`src/rtl/agc_io_pkg.sv`:
```
// Shared types and constants for the AGC input-channel loader.
package agc_io_pkg;

    localparam int unsigned BYTE_W         = 8;
    localparam int unsigned DATA_W         = 15;
    localparam int unsigned CH_W           = 3;
    localparam int unsigned NUM_CH_DEFAULT = 6;
    localparam logic [BYTE_W-1:0] HEADER_DEFAULT = 8'hA5;

    typedef enum logic [CH_W-1:0] {
        CH_VERB = 3'd0,
        CH_NOUN,
        CH_G,
        CH_RA,
        CH_RB,
        CH_ATX
    } io_ch_t;

    typedef enum logic [2:0] {
        IDLE,
        CH,
        HI,
        LO,
        CK
    } parse_state_t;

endpackage

```
`src/rtl/io_input_loader_if.sv`:
```
// Byte-stream valid/ready link feeding the input loader.
interface io_input_loader_if;
    import agc_io_pkg::*;

    logic [BYTE_W-1:0] rx_data;
    logic              rx_valid;
    logic              rx_ready;

    modport master (output rx_data, output rx_valid, input  rx_ready);
    modport slave  (input  rx_data, input  rx_valid, output rx_ready);

endinterface

```
`src/rtl/io_frame_parser.sv`:
```
// Five-byte channel frame parser: FSM, running checksum and in-frame idle timeout.
// Write/abort strobes are combinational so the owner can act on the same edge.
module io_frame_parser
    import agc_io_pkg::*;
#(
    parameter int unsigned       TIMEOUT_CYCLES = 1024,
    parameter logic [BYTE_W-1:0] HEADER         = HEADER_DEFAULT,
    parameter int unsigned       NUM_CH         = NUM_CH_DEFAULT
) (
    input  logic              clock,
    input  logic              reset_n,
    input  logic              i_xfer,
    input  logic [BYTE_W-1:0] i_byte,
    output logic              o_wr_valid_c,
    output logic [CH_W-1:0]   o_wr_ch_c,
    output logic [DATA_W-1:0] o_wr_data_c,
    output logic              o_abort_c
);

    localparam int unsigned CNT_W = $clog2(TIMEOUT_CYCLES + 1);

    parse_state_t      r_state, w_state_nxt;
    logic [CH_W-1:0]   r_ch,    w_ch_nxt;
    logic [DATA_W-1:0] r_data,  w_data_nxt;
    logic [BYTE_W-1:0] r_csum,  w_csum_nxt;
    logic [CNT_W-1:0]  r_idle,  w_idle_nxt;
    logic              w_timeout;

    // Idle edge that would bring the counter up to the limit aborts the frame
    assign w_timeout = (r_state != IDLE) && !i_xfer &&
                       (r_idle == CNT_W'(TIMEOUT_CYCLES - 1));

    always_ff @(posedge clock) begin
        if (!reset_n) begin
            r_state <= IDLE;
            r_ch    <= '0;
            r_data  <= '0;
            r_csum  <= '0;
            r_idle  <= '0;
        end else begin
            r_state <= w_state_nxt;
            r_ch    <= w_ch_nxt;
            r_data  <= w_data_nxt;
            r_csum  <= w_csum_nxt;
            r_idle  <= w_idle_nxt;
        end
    end

    always_comb begin
        w_state_nxt  = r_state;
        w_ch_nxt     = r_ch;
        w_data_nxt   = r_data;
        w_csum_nxt   = r_csum;
        w_idle_nxt   = (r_state == IDLE || i_xfer) ? '0 : r_idle + CNT_W'(1);
        o_wr_valid_c = 1'b0;
        o_abort_c    = 1'b0;
        o_wr_ch_c    = r_ch;
        o_wr_data_c  = r_data;

        if (w_timeout) begin
            o_abort_c   = 1'b1;
            w_state_nxt = IDLE;
            w_idle_nxt  = '0;
        end else if (i_xfer) begin
            case (r_state)
                IDLE: begin
                    // Anything but a header is dropped to resynchronise
                    if (i_byte == HEADER) w_state_nxt = CH;
                end
                CH: begin
                    if (i_byte[7:3] != 5'd0 || 32'(i_byte[2:0]) >= NUM_CH) begin
                        o_abort_c   = 1'b1;
                        w_state_nxt = IDLE;
                    end else begin
                        w_ch_nxt    = i_byte[2:0];
                        w_csum_nxt  = i_byte;
                        w_state_nxt = HI;
                    end
                end
                HI: begin
                    if (i_byte[7]) begin
                        o_abort_c   = 1'b1;
                        w_state_nxt = IDLE;
                    end else begin
                        w_data_nxt[14:8] = i_byte[6:0];
                        w_csum_nxt       = r_csum ^ i_byte;
                        w_state_nxt      = LO;
                    end
                end
                LO: begin
                    w_data_nxt[7:0] = i_byte;
                    w_csum_nxt      = r_csum ^ i_byte;
                    w_state_nxt     = CK;
                end
                CK: begin
                    if (i_byte == r_csum) o_wr_valid_c = 1'b1;
                    else                  o_abort_c    = 1'b1;
                    w_state_nxt = IDLE;
                end
                default: w_state_nxt = IDLE;
            endcase
        end
    end

endmodule

```
`src/rtl/io_input_loader.sv`:
```
// AGC input loader: parses channel frames into shadow registers and publishes
// them to the live outputs only at core-signalled commit boundaries.
module io_input_loader
    import agc_io_pkg::*;
#(
    parameter int unsigned       TIMEOUT_CYCLES = 1024,
    parameter logic [BYTE_W-1:0] HEADER         = HEADER_DEFAULT,
    parameter int unsigned       NUM_CH         = NUM_CH_DEFAULT
) (
    input  logic               clock,
    input  logic               reset_n,
    io_input_loader_if.slave   rx,
    input  logic               commit_en,
    output logic [DATA_W-1:0]  DSKY_VERB_data,
    output logic [DATA_W-1:0]  DSKY_NOUN_data,
    output logic [DATA_W-1:0]  AXI_G_data,
    output logic [DATA_W-1:0]  AXI_RA_data,
    output logic [DATA_W-1:0]  AXI_RB_data,
    output logic [DATA_W-1:0]  AXI_ATX_data,
    output logic [NUM_CH-1:0]  pending,
    output logic               frame_err,
    output logic [7:0]         err_count
);

    logic              r_rx_ready;
    logic              r_frame_err;
    logic [7:0]        r_err_count;
    logic [NUM_CH-1:0] r_pending;
    logic [DATA_W-1:0] r_shadow [NUM_CH];
    logic [DATA_W-1:0] r_live   [NUM_CH];

    logic              w_xfer;
    logic              w_wr_valid;
    logic [CH_W-1:0]   w_wr_ch;
    logic [DATA_W-1:0] w_wr_data;
    logic              w_abort;

    assign rx.rx_ready = r_rx_ready;
    assign w_xfer      = rx.rx_valid && r_rx_ready;

    io_frame_parser #(
        .TIMEOUT_CYCLES (TIMEOUT_CYCLES),
        .HEADER         (HEADER),
        .NUM_CH         (NUM_CH)
    ) u_parser (
        .clock        (clock),
        .reset_n      (reset_n),
        .i_xfer       (w_xfer),
        .i_byte       (rx.rx_data),
        .o_wr_valid_c (w_wr_valid),
        .o_wr_ch_c    (w_wr_ch),
        .o_wr_data_c  (w_wr_data),
        .o_abort_c    (w_abort)
    );

    // Link readiness and error reporting
    always_ff @(posedge clock) begin
        if (!reset_n) begin
            r_rx_ready  <= 1'b0;
            r_frame_err <= 1'b0;
            r_err_count <= '0;
        end else begin
            r_rx_ready  <= 1'b1;
            r_frame_err <= w_abort;
            if (w_abort && r_err_count != 8'hFF) r_err_count <= r_err_count + 8'd1;
        end
    end

    // Commit reads pre-edge shadow/pending; a same-edge write re-arms its pending bit
    always_ff @(posedge clock) begin
        if (!reset_n) begin
            r_pending <= '0;
            for (int unsigned i = 0; i < NUM_CH; i++) begin
                r_shadow[i] <= '0;
                r_live[i]   <= '0;
            end
        end else begin
            if (commit_en) begin
                for (int unsigned i = 0; i < NUM_CH; i++) begin
                    if (r_pending[i]) r_live[i] <= r_shadow[i];
                end
                r_pending <= '0;
            end
            if (w_wr_valid) begin
                r_shadow[w_wr_ch]  <= w_wr_data;
                r_pending[w_wr_ch] <= 1'b1;
            end
        end
    end

    assign DSKY_VERB_data = r_live[CH_VERB];
    assign DSKY_NOUN_data = r_live[CH_NOUN];
    assign AXI_G_data     = r_live[CH_G];
    assign AXI_RA_data    = r_live[CH_RA];
    assign AXI_RB_data    = r_live[CH_RB];
    assign AXI_ATX_data   = r_live[CH_ATX];
    assign pending        = r_pending;
    assign frame_err      = r_frame_err;
    assign err_count      = r_err_count;

endmodule

```
`src/flat_wrapper.sv`:
```
// flat-port wrapper written by rule: the top's interface ports become plain ports
module io_input_loader_flat import agc_io_pkg::*;
#(
    parameter int unsigned       TIMEOUT_CYCLES = 1024,
    parameter logic [BYTE_W-1:0] HEADER         = HEADER_DEFAULT,
    parameter int unsigned       NUM_CH         = NUM_CH_DEFAULT
)
  (clock, reset_n, commit_en, DSKY_VERB_data, DSKY_NOUN_data, AXI_G_data, AXI_RA_data, AXI_RB_data, AXI_ATX_data, pending, frame_err, err_count, rx_rx_data, rx_rx_valid, rx_rx_ready);
  io_input_loader_if rx_i ();
  input  logic clock;
  input  logic reset_n;
  input  logic commit_en;
  output logic [DATA_W-1:0] DSKY_VERB_data;
  output logic [DATA_W-1:0] DSKY_NOUN_data;
  output logic [DATA_W-1:0] AXI_G_data;
  output logic [DATA_W-1:0] AXI_RA_data;
  output logic [DATA_W-1:0] AXI_RB_data;
  output logic [DATA_W-1:0] AXI_ATX_data;
  output logic [NUM_CH-1:0] pending;
  output logic frame_err;
  output logic [7:0] err_count;
  input wire logic [$bits(rx_i.rx_data)-1:0] rx_rx_data;
  input wire logic [$bits(rx_i.rx_valid)-1:0] rx_rx_valid;
  output wire logic [$bits(rx_i.rx_ready)-1:0] rx_rx_ready;
  assign rx_i.rx_data = rx_rx_data;
  assign rx_i.rx_valid = rx_rx_valid;
  assign rx_rx_ready = rx_i.rx_ready;
  io_input_loader #(.TIMEOUT_CYCLES(TIMEOUT_CYCLES), .HEADER(HEADER), .NUM_CH(NUM_CH)) u_core (.clock(clock), .reset_n(reset_n), .rx(rx_i), .commit_en(commit_en), .DSKY_VERB_data(DSKY_VERB_data), .DSKY_NOUN_data(DSKY_NOUN_data), .AXI_G_data(AXI_G_data), .AXI_RA_data(AXI_RA_data), .AXI_RB_data(AXI_RB_data), .AXI_ATX_data(AXI_ATX_data), .pending(pending), .frame_err(frame_err), .err_count(err_count));
endmodule
```
`config.mk`:
```
export PLATFORM = sky130hd
export DESIGN_NAME = io_input_loader_flat
export DESIGN_NICKNAME = d
export VERILOG_FILES = /design/src/rtl/agc_io_pkg.sv /design/src/rtl/io_input_loader_if.sv /design/src/rtl/io_frame_parser.sv /design/src/rtl/io_input_loader.sv /design/src/flat_wrapper.sv
export SDC_FILE = /design/constraint.sdc
export NUM_CORES = 1
export LEC_CHECK = 0
export ABC_AREA = 1
export CAP_MARGIN = 25
export CORE_MARGIN = 2
export CORE_UTILIZATION = 43
export CTS_BUF_LIST = sky130_fd_sc_hd__clkbuf_4 sky130_fd_sc_hd__clkbuf_8
export CTS_CLUSTER_SIZE = 16
export DETAILED_ROUTE_END_ITERATION = 7
export PLACE_DENSITY_LB_ADDON = 0.25
export SKIP_CTS_REPAIR_TIMING = 1
export SLEW_MARGIN = 25
export SYNTH_ARGS = -nofsm -noshare
export SYNTH_HDL_FRONTEND = slang
export SYNTH_SLANG_ARGS = --single-unit
```
`constraint.sdc`:
```
create_clock -name clock -period 5 [get_ports clock]
set_input_delay 0.75 -clock clock [delete_from_list [all_inputs] [get_ports clock]]
set_output_delay 0.75 -clock clock [all_outputs]
set_load 0.01 [all_outputs]
```
== Word-level counts from Yosys, hierarchy flattened ==
Memory sizes are Yosys's and may differ from the RTL's.
Index checks and enable logic that the tools add are counted.
Storage, ports and cells
  RAM bits: 180
  flip-flop bits (word level): 56
  memories: 2
  output and inout port bits: 106
  logic and storage cells: 120
Memories
  u_core.r_live: words 6, width 15, read ports 6, clocked after Yosys merged registers in 0, write ports 6, line io_input_loader.sv:30  | logic [DATA_W-1:0] r_live [NUM_CH];
  u_core.r_shadow: words 6, width 15, read ports 6, clocked after Yosys merged registers in 0, write ports 6, line io_input_loader.sv:29  | logic [DATA_W-1:0] r_shadow [NUM_CH];
Cells by class
  order comparisons: 3
  eq/ne operators: 11
  multiplexer cells: 60
  reduce and logical (&&, ||, !) cells: 20
  bitwise operators: 12
  add/sub/neg operators: 2
Operator list (count)
  2-to-1 mux 15 bit: 7
  2-to-1 mux 1 bit: 40
  case mux 8 bit (3 select lines): 1
  2-to-1 mux 6 bit: 3
  2-to-1 mux 8 bit: 2
  OR reduction 15 bit: 1
  case mux 3 bit (4 select lines): 1
  adder 11 x 1 -> 11 bit, second input constant: 1
  == test 11 x 10 -> 1 bit, second input constant: 1
  adder 8 x 1 -> 8 bit, second input constant: 1
  == test 8 bit: 1
  == test 8 bit, second input constant: 1
  inequality test 8 bit, second input constant: 1
  AND reduction 4 bit: 2
  bitwise XOR 8 bit: 1
  == test 3 x 2 -> 1 bit, second input constant: 2
  2-to-1 mux 3 bit: 2
  bitwise OR 1 bit: 6
  bitwise OR 6 bit: 1
  nonzero test 3 bit: 2
  logical AND 1 bit: 5
  AND reduction 5 bit: 1
  nonzero test 5 bit: 1
  less-than comparator 3 x 4 -> 1 bit, second input constant: 1
  other kinds (17): 23

== Depth between registers and ports, before layout ==
  depth in word-level cells: 10
  mapped depth: 12
  depth with buffers taken out: 12

== Hierarchy ==
From an unflattened synthesis, not the netlist that was laid out.
Unflattened totals
  cell total of the unflattened synthesis: 912
  area total of the unflattened synthesis: 9454.1 um^2
Modules (own cells, without submodules)
  io_input_loader: area an instance 7444.6 um^2, instances 1, cells an instance 622, seq. area each 5725.5 um^2
  io_frame_parser: area an instance 2009.4 um^2, instances 1, cells an instance 290, seq. area each 800.8 um^2

== Least setup slack after synthesis ==
Ideal clock, no wire load.
  kind: input port to flip-flop
  start point: in rx_rx_data[5]
  end point: mem u_core.r_shadow[4][0], enable pin
  path slack: 2803 ps
  library setup time: 366 ps
  arrival: 1830 ps
  stages: 11
  cell sequence: inv_1 > nand2_1 > nand2_1 > nand2_1 > nor2_2 > nand2_2 > inv_2 > nand2_4 > inv_1 > nand3_1 > nand2_1
RTL lines
  from (decl): line flat_wrapper.sv:22  | input wire logic [$bits(rx_i.rx_data)-1:0] rx_rx_data;
  to (decl): line io_input_loader.sv:29

==> impl_metrics.json <==
{
  "p_sw_w": 0.000856,
  "ys_seq_area_share_pct": 68.6,
  "numClockSinks": 236,
  "grt_pass1_vias": 5830,
  "hpwl_um": 12700,
  "cts_buffers": 40,
  "track_usage_pct": 16.7,
  "viasPerCell": 4.66,
  "grt_max_degree": 56,
  "synth-warning-count": 0,
  "insertion_delay_ns": 0.54,
  "synth-edff-count": 180,
  "wl_um": 19300,
  "nets": 1018,
  "start_util_pct": 43.7,
  "skew_ns": 0.0300,
  "std_cell_rows": 54,
  "crit_type": "in -> reg",
  "setup_tns_ns": 0,
  "hold_ws_ns": 0.450,
  "syn-cell-area_mm2": 0.00951,
  "peakVddDrop_mv": 0.204,
  "grt_pass1_wl_um": 30800,
  "vias": 6132,
  "combPwrFrac_pct": 3.5,
  "synth_cell_type_count": 38,
  "power.share.switching_pct": 20.5,
  "fin_cells": 1316,
  "ys_ff_latch": 236,
  "drive_gt1_share_pct": 16.6,
  "drt_iter0_drc": 388,
  "port_buffers": 117,
  "path_cells": "clkdlybuf4s50_1 -> inv_1 -> nand2_1 -> nand2_1 -> nand2_1 -> nor2_2 -> nand2_2 -> inv_2 -> nand2_4 -> nor2_8 -> nand2_1 -> nor2_1",
  "finalHoldViolCount": 0,
  "fin_crit_ns": 2.68,
  "antenna_found_initial": 0,
  "clkTransAtPathRegs_ns": 0.06,
  "drt-pass1-iter-count": 4,
  "gp_congestion": 0.812,
  "syn_nets": 882,
  "ios": 118,
  "rsz0062_at_grt": "false",
  "placed_area_mm2": 0.0109,
  "p_int_w": 0.00333,
  "die_area_mm2": 0.0233,
  "avgSynthCellArea_um2": 11.0,
  "status": "finished, final reports clean",
  "power.leakage_nw": 4.59,
  "crit_path_start_kind": "primary input",
  "end_kind": "register",
  "htree_levels": 2,
  "async_flop_share_pct": 0,
  "design_area_mm2": 0.0118,
  "drc": 0,
  "synthCells": 868,
  "clockBufferDepth": 3,
  "cp.arrival_ns": 3.06,
  "max_stage_delay_ns": 0.55,
  "path_max_fanout": 15,
  "hold_class": "reg -> reg",
  "power-per-cell-area_mw_per_mm2": 354,
  "nFillCells": 1907,
  "wl_per_cell_um": 14.6,
  "crit_required_ns": 5.38,
  "cts_root_buf": "clkbuf_8",
  "core_area_mm2": 0.0218,
  "num_antenna_cells": 0,
  "worst_path_most_repeated_cell": "nand2_1",
  "ant_nets": 0,
  "slowest_stage": "nor2_8",
  "yosys.area.top_type": "edfxtp_1",
  "setup_violations": 0,
  "netlist.area_leader.share_pct": 56.8,
  "clkPwrFrac_pct": 44.6,
  "timing.fmax_mhz": 374,
  "cts_tree": "yes",
  "overflow": 0,
  "post-place-cells": 1242,
  "relSlewSlack_pct": 38.4,
  "die_h_um": 153,
  "synth_area_leaders": "edfxtp_1 57%, dfxtp_1 12%, nor2_1 6.1%",
  "tightest_slew_ns": 0.919,
  "maxSlewViolCount": 0,
  "dieWidth_um": 153,
  "synthFlopType": "edfxtp_1",
  "p_seq_share_pct": 51.8,
  "maxCapViolations": 0,
  "areaGrowthSynthToFinish_pct": 24.2,
  "fin_crit_sh_pct": 53.5
}
layout make-up:
| type | instances | area [um^2] | share of cell area (%) |
|---|---|---|---|
| Sequential cell | 236 | 6530 | 55.2 |
| Clock buffer | 66 | 796 | 6.74 |
| Tap cell | 280 | 350 | 2.97 |
| Multi-Input combinational cell | 459 | 2300 | 19.5 |
| Timing Repair Buffer | 118 | 1170 | 9.94 |
| Inverter | 149 | 559 | 4.73 |
| Clock inverter | 8 | 105 | 0.890 |
through the flow:
step	utilization [%]	setup slack [ns]	power [W]
2_1_floorplan	-	2.80	0.00227
3_3_place_gp	50.2	1.91	0.00236
3_5_place_dp	50.2	1.80	0.00236
4_1_cts	54.3	2.37	0.00422
5_1_grt	54.3	2.16	0.00433
6_report	54.3	2.32	0.00419
cells by family after synthesis:
family                     after synthesis  share of synthesized area [%]
adders and majority gates                2                          0.263
DFF                                    236                           68.6
xor gates and xnor gates                 5                          0.460
and+or+nand+nor                        373                           19.2
AOI/OAI and AO/OA                       79                           4.25
buffers and inverters                  173                           7.21
per-layer routing:
| layer | GRT usage, % | up-vias | part of all wire, % |
|---|---|---|---|
| li1 | - | 3064 | - |
| met1 | 23.7 | 2830 | 46 |
| met2 | 25.5 | 203 | 45 |
| met3 | 3.53 | 35 | 6.1 |
| met4 | 6.17 | 0 | 2.3 |
| met5 | 0 | - | 0 |
flip-flops by register name (all words and copies together), names as in the netlist:
register / cells
u_core.pending: 6
u_core.frame_err: 1
u_core.rx.rx_ready: 1
u_core.u_parser.o_wr_ch_c: 3
u_core.r_shadow: 90
u_core.u_parser.o_wr_data_c: 15
u_core.u_parser.r_csum: 8
u_core.u_parser.r_state: 3
u_core.r_live: 90
u_core.u_parser.r_idle: 11
u_core.err_count: 8
cells in the final DEF, fill, tap and decap left out, drive strengths merged, types with 3 or more instances in the layout:
cell type,instances
nand2,120
clkbuf,66
edfxtp,180
dfxtp,56
or2,3
o21ai,35
nand3,22
clkdlybuf4s50,116
clkinv,6
inv,149
nor2,210
nand4,5
xor2,3
nor3,9
a21oi,40
power by group through the flow:
stage	combinational, W	sequential [W]	clock [W]
floorplan	0.0000544	0.00222	0
global placement	0.000148	0.00221	0
detailed placement	0.000149	0.00221	0
CTS	0.000149	0.00217	0.00191
global route	0.000161	0.00217	0.00200
finish	0.000148	0.00217	0.00187
worst paths after layout:
kind	from	endpoint	slack, ns	depth (start not counted)
worst max-delay path	rx_rx_data[5]	u_core.r_shadow[4][14]$_SDFFCE_PN0P_	2.32	12
worst min-delay path	u_core.u_parser.r_idle[0]$_SDFF_PP0_	u_core.u_parser.r_idle[0]$_SDFF_PP0_	0.45	1
worst max register to register	u_core.u_parser.r_state[1]$_SDFFE_PP0P_	u_core.r_shadow[4][14]$_SDFFCE_PN0P_	2.75	6
worst min register to register	u_core.u_parser.r_idle[0]$_SDFF_PP0_	u_core.u_parser.r_idle[0]$_SDFF_PP0_	0.45	1
cells in the mapped netlist, types with 2 or more instances:
cell and count:
nand3b_1 2, nand3_1 20, a21oi_1 40, nor3_1 7, nand2_8 10, nand3_2 2, nand2_2 4, xor2_1 3
buf_2 7, nor2_2 54, o21ai_0 33, inv_2 20, nand2_1 105, dfxtp_1 56, o21ai_1 2, inv_1 128
nand4_1 5, edfxtp_1 180, nor2_1 155, or2_2 2, ha_1 2, a211oi_1 2, xnor2_1 2, clkbuf_1 13
worst max-delay path, delay by kind of cell:
family        cells  cell delay, ns
buf+inv           3            0.72
simple gates      9            1.55
Note: power is estimated with default switching activity, not from simulation.
